**config.mk**
```make
export PLATFORM = sky130hd
export DESIGN_NAME = uart_tx_arbiter_flat
export DESIGN_NICKNAME = d
export VERILOG_FILES = /design/src/rtl/uart_pkg.sv /design/src/rtl/uart_tx_arbiter_if.sv /design/src/rtl/uart_tx_arbiter_rr_pick.sv /design/src/rtl/uart_tx_arbiter.sv /design/src/flat_wrapper.sv
export SDC_FILE = /design/constraint.sdc
export NUM_CORES = 1
export LEC_CHECK = 0
export CORE_MARGIN = 2
export CORE_UTILIZATION = 27
export CTS_BUF_LIST = sky130_fd_sc_hd__clkbuf_8
export DETAILED_ROUTE_END_ITERATION = 7
export PLACE_DENSITY_LB_ADDON = 0.25
export SLEW_MARGIN = 20
export SYNTH_ARGS = -nofsm -noshare
export SYNTH_HDL_FRONTEND = slang
export SYNTH_HIERARCHICAL = 1
export SYNTH_SLANG_ARGS = --single-unit
export TNS_END_PERCENT = 5
```
**constraint.sdc**
```tcl
create_clock -name clk -period 6.5 [get_ports clk]
set_clock_uncertainty 0.1 [all_clocks]
set_input_delay 1.625 -clock clk [delete_from_list [all_inputs] [get_ports clk]]
set_output_delay 1.625 -clock clk [all_outputs]
set_load 0.02 [all_outputs]
```
**src/rtl/uart_pkg.sv**
```systemverilog
// Shared types and constants for the UART transmit arbiter.
// Holds the arbiter FSM states and the frame/timeout defaults.
package uart_pkg;

    typedef enum logic [1:0] {
        ST_IDLE     = 2'd0,
        ST_START    = 2'd1,
        ST_WAIT_ACT = 2'd2,
        ST_WAIT_END = 2'd3
    } arb_state_t;

    localparam int UART_FRAME_BITS   = 11;
    localparam int START_TIMEOUT_DEF = 15;

endpackage

```
**src/rtl/uart_tx_arbiter_if.sv**
```systemverilog
// Requester-side valid/ready bundle for the UART transmit arbiter.
// Sources drive through master, the arbiter consumes through slave.
interface uart_tx_arbiter_if #(
    parameter int NUM_REQ = 4
);

    logic [NUM_REQ-1:0]   req_valid;
    logic [8*NUM_REQ-1:0] req_data;
    logic [NUM_REQ-1:0]   req_ready;

    modport master (
        output req_valid,
        output req_data,
        input  req_ready
    );

    modport slave (
        input  req_valid,
        input  req_data,
        output req_ready
    );

endinterface

```
**src/rtl/uart_tx_arbiter_rr_pick.sv**
```systemverilog
// Combinational round-robin selector: first set request bit
// at or above ptr, wrapping modulo NUM_REQ.
module rr_pick #(
    parameter int NUM_REQ = 4,
    parameter int ID_W    = $clog2(NUM_REQ)
) (
    input  logic [NUM_REQ-1:0] req,
    input  logic [ID_W-1:0]    ptr,
    output logic [ID_W-1:0]    gnt_id,
    output logic               any
);

    // Walk offsets from far to near so the nearest hit wins.
    always_comb begin
        gnt_id = ptr;
        any    = 1'b0;
        for (int i = NUM_REQ - 1; i >= 0; i--) begin
            if (req[(int'(ptr) + i) % NUM_REQ]) begin
                gnt_id = ID_W'((int'(ptr) + i) % NUM_REQ);
                any    = 1'b1;
            end
        end
    end

endmodule

```
**src/rtl/uart_tx_arbiter.sv**
```systemverilog
// Round-robin arbiter sharing one UART transmitter between
// NUM_REQ byte sources; tracks each frame to completion or timeout.
module uart_tx_arbiter
    import uart_pkg::*;
#(
    parameter int NUM_REQ       = 4,
    parameter int ID_W          = 2,
    parameter int START_TIMEOUT = START_TIMEOUT_DEF
) (
    input  logic            clk,
    input  logic            reset,
    uart_tx_arbiter_if.slave req,
    output logic            tx_start,
    output logic [7:0]      tx_data,
    input  logic            tx_active,
    output logic [ID_W-1:0] grant_id,
    output logic            busy,
    output logic            sent_valid,
    output logic            err_timeout
);

    localparam logic [NUM_REQ-1:0] ONE_HOT0 = NUM_REQ'(1);
    localparam logic [7:0]         CNT_LAST = 8'(START_TIMEOUT - 1);

    arb_state_t      state;
    logic [ID_W-1:0] rr_ptr;
    logic [7:0]      cnt;
    logic [ID_W-1:0] pick_id;
    logic            pick_any;
    logic [ID_W-1:0] nxt_ptr;

    rr_pick #(
        .NUM_REQ (NUM_REQ),
        .ID_W    (ID_W)
    ) u_pick (
        .req    (req.req_valid),
        .ptr    (rr_ptr),
        .gnt_id (pick_id),
        .any    (pick_any)
    );

    assign nxt_ptr = (pick_id == ID_W'(NUM_REQ - 1))
                   ? '0 : pick_id + ID_W'(1);

    assign busy = (state != ST_IDLE);

    always_ff @(posedge clk or negedge reset) begin
        if (!reset) begin
            state         <= ST_IDLE;
            rr_ptr        <= '0;
            cnt           <= '0;
            tx_start      <= 1'b0;
            tx_data       <= '0;
            grant_id      <= '0;
            sent_valid    <= 1'b0;
            err_timeout   <= 1'b0;
            req.req_ready <= '0;
        end else begin
            tx_start      <= 1'b0;
            sent_valid    <= 1'b0;
            err_timeout   <= 1'b0;
            req.req_ready <= '0;
            case (state)
                ST_IDLE: begin
                    // Hold off while tx is still draining a frame.
                    if (!tx_active && pick_any) begin
                        tx_data       <= req.req_data[{pick_id, 3'b000} +: 8];
                        grant_id      <= pick_id;
                        req.req_ready <= ONE_HOT0 << pick_id;
                        tx_start      <= 1'b1;
                        rr_ptr        <= nxt_ptr;
                        state         <= ST_START;
                    end
                end
                ST_START: begin
                    cnt   <= '0;
                    state <= ST_WAIT_ACT;
                end
                ST_WAIT_ACT: begin
                    if (tx_active) begin
                        state <= ST_WAIT_END;
                    end else if (cnt == CNT_LAST) begin
                        err_timeout <= 1'b1;
                        state       <= ST_IDLE;
                    end else begin
                        cnt <= cnt + 8'd1;
                    end
                end
                ST_WAIT_END: begin
                    if (!tx_active) begin
                        sent_valid <= 1'b1;
                        state      <= ST_IDLE;
                    end
                end
                default: state <= ST_IDLE;
            endcase
        end
    end

endmodule

```
**src/flat_wrapper.sv**
```systemverilog
// flat-port wrapper written by rule: the top's interface ports become plain ports
module uart_tx_arbiter_flat import uart_pkg::*;
#(
    parameter int NUM_REQ       = 4,
    parameter int ID_W          = 2,
    parameter int START_TIMEOUT = START_TIMEOUT_DEF
)
  (clk, reset, tx_start, tx_data, tx_active, grant_id, busy, sent_valid, err_timeout, req_req_valid, req_req_data, req_req_ready);
  uart_tx_arbiter_if #(.NUM_REQ(NUM_REQ)) req_i ();
  input  logic clk;
  input  logic reset;
  output logic tx_start;
  output logic [7:0] tx_data;
  input  logic tx_active;
  output logic [ID_W-1:0] grant_id;
  output logic busy;
  output logic sent_valid;
  output logic err_timeout;
  input wire logic [$bits(req_i.req_valid)-1:0] req_req_valid;
  input wire logic [$bits(req_i.req_data)-1:0] req_req_data;
  output wire logic [$bits(req_i.req_ready)-1:0] req_req_ready;
  assign req_i.req_valid = req_req_valid;
  assign req_i.req_data = req_req_data;
  assign req_req_ready = req_i.req_ready;
  uart_tx_arbiter #(.NUM_REQ(NUM_REQ), .ID_W(ID_W), .START_TIMEOUT(START_TIMEOUT)) u_core (.clk(clk), .reset(reset), .req(req_i), .tx_start(tx_start), .tx_data(tx_data), .tx_active(tx_active), .grant_id(grant_id), .busy(busy), .sent_valid(sent_valid), .err_timeout(err_timeout));
endmodule
```
==> results.cfg, run 1 <==
[routing]
wl_mm = 3.55
wl_per_cell_um = 13.2
drtPass1Iterations = 4
drtAntennaViolNets = 0
num_vias = 1266
first_iter_violations = 68
routed_via_density = 4.72
drc_errors = 0

[sta]
slew_violations = 0
fin_crit_sh = 0.590
tns_ns = 0
rsz0062_at_grt = no
hold_viol_final = 0
worst_slew_pin_slew_ns = 0.730
clock.fmax_ghz = 0.261
period_needed_ns = 3.84
setup_viol = 0
maxSlewHeadroom = 0.513

[yosys]
yosys_register_bits = 29
seq_area_frac_synth = 0.441
ys_warn_count = 6
async_flop_share = 1.00
synthSimpleGateAreaFrac = 0.167
synth_area_um2 = 1640
synth-main-ff-cell = dfrtp_1
synth_edf_count = 0
synth_xor_area_frac = 0
synth_top_family_by_area = multiplexers
synth_compound_area_frac = 0.0959
synth_mux_area_frac = 0.210
avgSynthCellArea_um2 = 12.2
syn_inst = 135
ys_types = 45
syn-num-nets = 180
synth_fa_ha_area_frac = 0.0457

[place]
place.gp.congestion = 0.801
dp_hpwl_mm = 2.61
dp.cells = 260
portBuffers = 56

[cts]
cts_setup_buffers = 0
cts_tree = yes
htreeDepth = 2
worstSkewPairLatency_ns = 0.28
cts_resized = 0
hold_buffers = 0
clockBufferDepth = 2
clkTransAtPathRegs_ns = 0.06
numCtsBuffers = 5
clockRootBuffer = clkbuf_8
clock_sinks = 29

[die]
ioPinCount = 57
die_x_um = 82.0
coreArea_um2 = 5890
initial_core_util = 0.279
rows = 28
die_y_um = 82.0
die_area_um2 = 6730

[power]
ir_worst_vdd_v = 0.000148
p_leak_nw = 1.00
clock_power_share = 0.222
combPwrFrac = 0.440
p_int_uw = 570
powerDensity_nw_per_um2 = 363
power_switching_uw = 294
seq_power_share = 0.338
p_sw_frac = 0.340

[global_routing]
grt-ovfl-total = 0
grt_pass1_wl_mm = 5.91
grt_max_degree = 30
first_global_vias = 1316
antenna_found_initial = 0
grt.total_usage = 0.118

[cells_and_area]
antenna_cells = 0
nets = 237
drive_above_1_share = 0.187
area_delta_synth_final_pct = 44.7
final_cells = 268
final_util = 0.404

[run]
drv_cap = 0

[critical_path]
arrival_ns = 3.90
cp_data_required_time_ns = 6.57
crit_type = in2reg
worst_setup_path_end_kind = flop
cp_max_fo = 12
startpoint_type = input port

[hold_path]
hp-class = reg2reg

[status]
status = finished clean
[layout by cell type, fill, tap and decap left out, types with 3 or more instances in the layout]
master / synthesis / final
clkdlybuf4s50_1: 0 / 56
and3_1: 4 / 4
o21ai_0: 3 / 3
dfrtp_1: 29 / 29
and2_1: 4 / 4
nand2_1: 10 / 10
inv_1: 6 / 7
clkbuf_8: 0 / 6
mux2_2: 12 / 12
ha_1: 6 / 6
mux4_2: 8 / 8
nor2_1: 5 / 5
nand4_1: 3 / 3
mux2i_1: 3 / 3
[cells in the mapped netlist, types with 3 or more instances]
cell type,count,area share
mux2i_1,3,0.018
inv_1,6,0.014
nor2_1,5,0.011
and2_1,4,0.015
dfrtp_1,29,0.44
and3_1,4,0.015
ha_1,6,0.046
nand4_1,3,0.011
mux4_2,8,0.11
mux2_2,12,0.082
o21ai_0,3,0.0091
nand2_1,10,0.023
[layout make-up]
type / instances / area [um^2]
fill: 601 / 3510
multi-input combinational: 93 / 852
sequential: 29 / 726
timing repair buffer: 57 / 568
tap: 75 / 93.8
clock buffer: 6 / 82.6
clock inverter: 2 / 33.8
inverter: 6 / 22.5
[registers in the layout (all words and copies together) (netlist names)]
register,count
u_core/err_timeout,1
u_core/rr_ptr,2
u_core/sent_valid,1
u_core/req.req_ready,4
u_core/grant_id,2
u_core/state,2
u_core/tx_data,8
u_core/tx_start,1
u_core/cnt,8
[per-layer routing]
layer / global-route usage / vias to the layer above / part of all wire
met4: 0.0350 / 0 / 0.011
met5: 0 / - / 0
met3: 0.0626 / 5 / 0.086
met2: 0.201 / 36 / 0.50
li1: - / 611 / -
met1: 0.126 / 614 / 0.40
[worst paths after layout]
kind	slack (ns)	start	to	cells after the start
max	2.66	req_req_valid[3]	u_core/rr_ptr[1]	7
min	0.38	u_core/cnt[7]	u_core/cnt[7]	1
max reg2reg	4.13	u_core/rr_ptr[0]	u_core/rr_ptr[1]	6
min reg2reg	0.38	u_core/cnt[7]	u_core/cnt[7]	1
max in group asynchronous	4.39	reset	u_core/grant_id[1]	2
min in group asynchronous	1.63	reset	u_core/err_timeout	2
[worst max-delay path, stage by stage]
cell and delay, ns:
clkdlybuf4s50_1 0.56, and3b_1 0.19, or4_1 0.46, nand2_1 0.39
inv_1 0.13, ha_1 0.29, mux2_2 0.26
[per-stage QoR]
step / hold WS, ns / setup slack, ns / power, mW / instance area [um^2]
6_report: 0.385 / 2.66 / 0.864 / 2380
5_1_grt: 0.421 / 2.52 / 0.927 / 2380
4_1_cts: 0.382 / 2.66 / 0.878 / 2380
3_5_place_dp: 0.374 / 2.36 / 0.682 / 2260
3_3_place_gp: 0.369 / 2.39 / 0.678 / 2260
2_1_floorplan: 0.347 / 2.97 / 0.538 / 1640
[power groups by stage]
stage / Clock (mW) / Sequential, mW / Combinational, mW
2_1_floorplan: 0 / 0.321 / 0.217
3_3_place_gp: 0 / 0.294 / 0.384
3_5_place_dp: 0 / 0.296 / 0.386
4_1_cts: 0.198 / 0.293 / 0.388
5_1_grt: 0.205 / 0.301 / 0.421
6_report: 0.192 / 0.292 / 0.380
[kinds of logic (layout without fill, tap and decap cells)]
family                   after synthesis  after routing
flip-flops                            29             29
multiplexers                          23             23
AO/OA/AOI/OAI                         19             19
adder cells (fa/ha/maj)                6              6
buffers and inverters                 13             71
AND/OR/NAND/NOR                       45             45
Power figures use the tool's default switching activity.
==> inputs of run 2 (changes only) <==
==> constraint.sdc (replaced) <==
create_clock -name clk -period 3.69 [get_ports clk]
set_clock_uncertainty 0.1 [all_clocks]
set_input_delay 0.9225 -clock clk [delete_from_list [all_inputs] [get_ports clk]]
set_output_delay 0.9225 -clock clk [all_outputs]
set_load 0.02 [all_outputs]
==> results.cfg, run 2 (synthesis gave the netlist of run 1 again) <==
[critical_path]
critPathCapture = u_core/tx_data[0]
arrival_ns = 3.15
rr_worst_depth = 6
critical_path_depth = 7
cp_data_required_time_ns = 3.77
r2r-end = u_core/tx_data[0]
critPathMaxStageDelay_ns = 0.56
worst_setup_path_end_kind = flop
cp_max_fo = 8
startpoint_type = input port
cp_num_buf_inv = 2
reg2reg_slack_ns = 1.37
startpoint = req_req_valid[3]
critPathSlowestCell = clkdlybuf4s50_1
crit_family = simple AND/OR/NAND/NOR gates
rr_startpoint = u_core/rr_ptr[0]
crit_chain = clkdlybuf4s50_1 > and3b_1 > or4_1 > nand2_1 > buf_4 > mux4_2 > mux2_2
crit_type = in2reg

[global_routing]
grt_max_degree = 30
grt_pass1_wl_mm = 6.00
grt-ovfl-total = 0
grt.total_usage = 0.122
first_global_vias = 1313
antenna_found_initial = 0

[cells_and_area]
nets = 239
antenna_cells = 0
final_cells = 270
drive_above_1_share = 0.200
final-seq-area_um2 = 726
area_delta_synth_final_pct = 45.8
most-common-layout-cells = clkdlybuf4s50_1 (56), dfrtp_1 (29), mux2_2 (12)
final_common_cell = clkdlybuf4s50_1
largest_registers = u_core/cnt: 8 flops, u_core/tx_data: 8 flops, u_core/req.req_ready: 4 flops
final_util = 0.407
fin_area_um2 = 2400
multi_input_area_um2 = 852
fill_cells = 603

[sta]
worst_slew_pin_slew_ns = 0.550
fin_ws_ns = 0.618
fin_crit_sh = 0.833
rsz0062_at_grt = no
holdWs_ns = 0.378
slew_violations = 0
tns_ns = 0
hold_viol_final = 0
maxSlewHeadroom = 0.631
setup_viol = 0
clock.fmax_ghz = 0.325
period_needed_ns = 3.07

[routing]
wl_mm = 3.64
routed_via_density = 4.69
drtPass1Iterations = 3
drtAntennaViolNets = 0
first_iter_violations = 94
drc_errors = 0
num_vias = 1266
wl_per_cell_um = 13.5

[place]
pre_cts_slack_ns = 0.285
place.gp.congestion = 0.734
portBuffers = 56
dp_hpwl_mm = 2.67
placed_cell_area_um2 = 2280
dp.cells = 262

[power]
ir_worst_vdd_v = 0.000278
p_leak_nw = 1.01
p_total_mw = 1.54
powerDensity_nw_per_um2 = 644

[cts]
htreeDepth = 2
worstSkewPairLatency_ns = 0.29
clockRootBuffer = clkbuf_8
hold_buffers = 0
cts_resized = 0
clock_sinks = 29
numCtsBuffers = 5
cts_setup_buffers = 0
cts_tree = yes
clkTransAtPathRegs_ns = 0.07
clockBufferDepth = 2

[die]
die_x_um = 82.0
initial_core_util = 0.279
ioPinCount = 57
die_area_um2 = 6730
rows = 28
coreArea_um2 = 5890
die_y_um = 82.0

[status]
status = finished clean

[hold_path]
hp-class = reg2reg

[run]
drv_cap = 0
## run 2: power breakdown
part / switching (mW) / leakage (nW) / total, mW / internal, mW
combinational: 0.304 / 0.580 / 0.681 / 0.377
sequential: 0.0949 / 0.372 / 0.514 / 0.419
clock: 0.130 / 0.0574 / 0.350 / 0.219
total: 0.529 / 1.01 / 1.54 / 1.02
## run 2: area by class of cell
class                           count  share of cell area
Clock inverter                      2              0.0157
Tap cell                           75              0.0391
Timing Repair Buffer               59               0.243
Inverter                            6             0.00939
Clock buffer                        6              0.0344
Sequential cell                    29               0.303
Multi-Input combinational cell     93               0.355
## run 2: how the worst min path moves through the flow
stage	from	endpoint	slack (ns)	cells after the start
floorplan	u_core/cnt[7]	u_core/cnt[7]	0.35	1
global placement	u_core/cnt[7]	u_core/cnt[7]	0.37	1
detailed placement	u_core/cnt[7]	u_core/cnt[7]	0.37	1
CTS	u_core/cnt[7]	u_core/cnt[7]	0.38	1
global route	u_core/cnt[7]	u_core/cnt[7]	0.42	1
finish	u_core/cnt[7]	u_core/cnt[7]	0.38	1
## run 2: routing by layer
layer / vias to the layer above / part of all wire / wire length (um) / track usage
met1: 607 / 0.41 / 1490 / 0.131
li1: 616 / - / - / -
met4: 0 / 0.015 / 53 / 0.0467
met3: 7 / 0.081 / 295 / 0.0604
met2: 36 / 0.50 / 1810 / 0.206
met5: - / 0 / 0 / 0
## run 2: worst register-to-register path: stages (launching register included)
cell	delay, ns
dfrtp_1	0.38
and2b_2	0.22
or4_1	0.49
nand2_1	0.22
buf_4	0.23
mux4_2	0.30
mux2_2	0.27
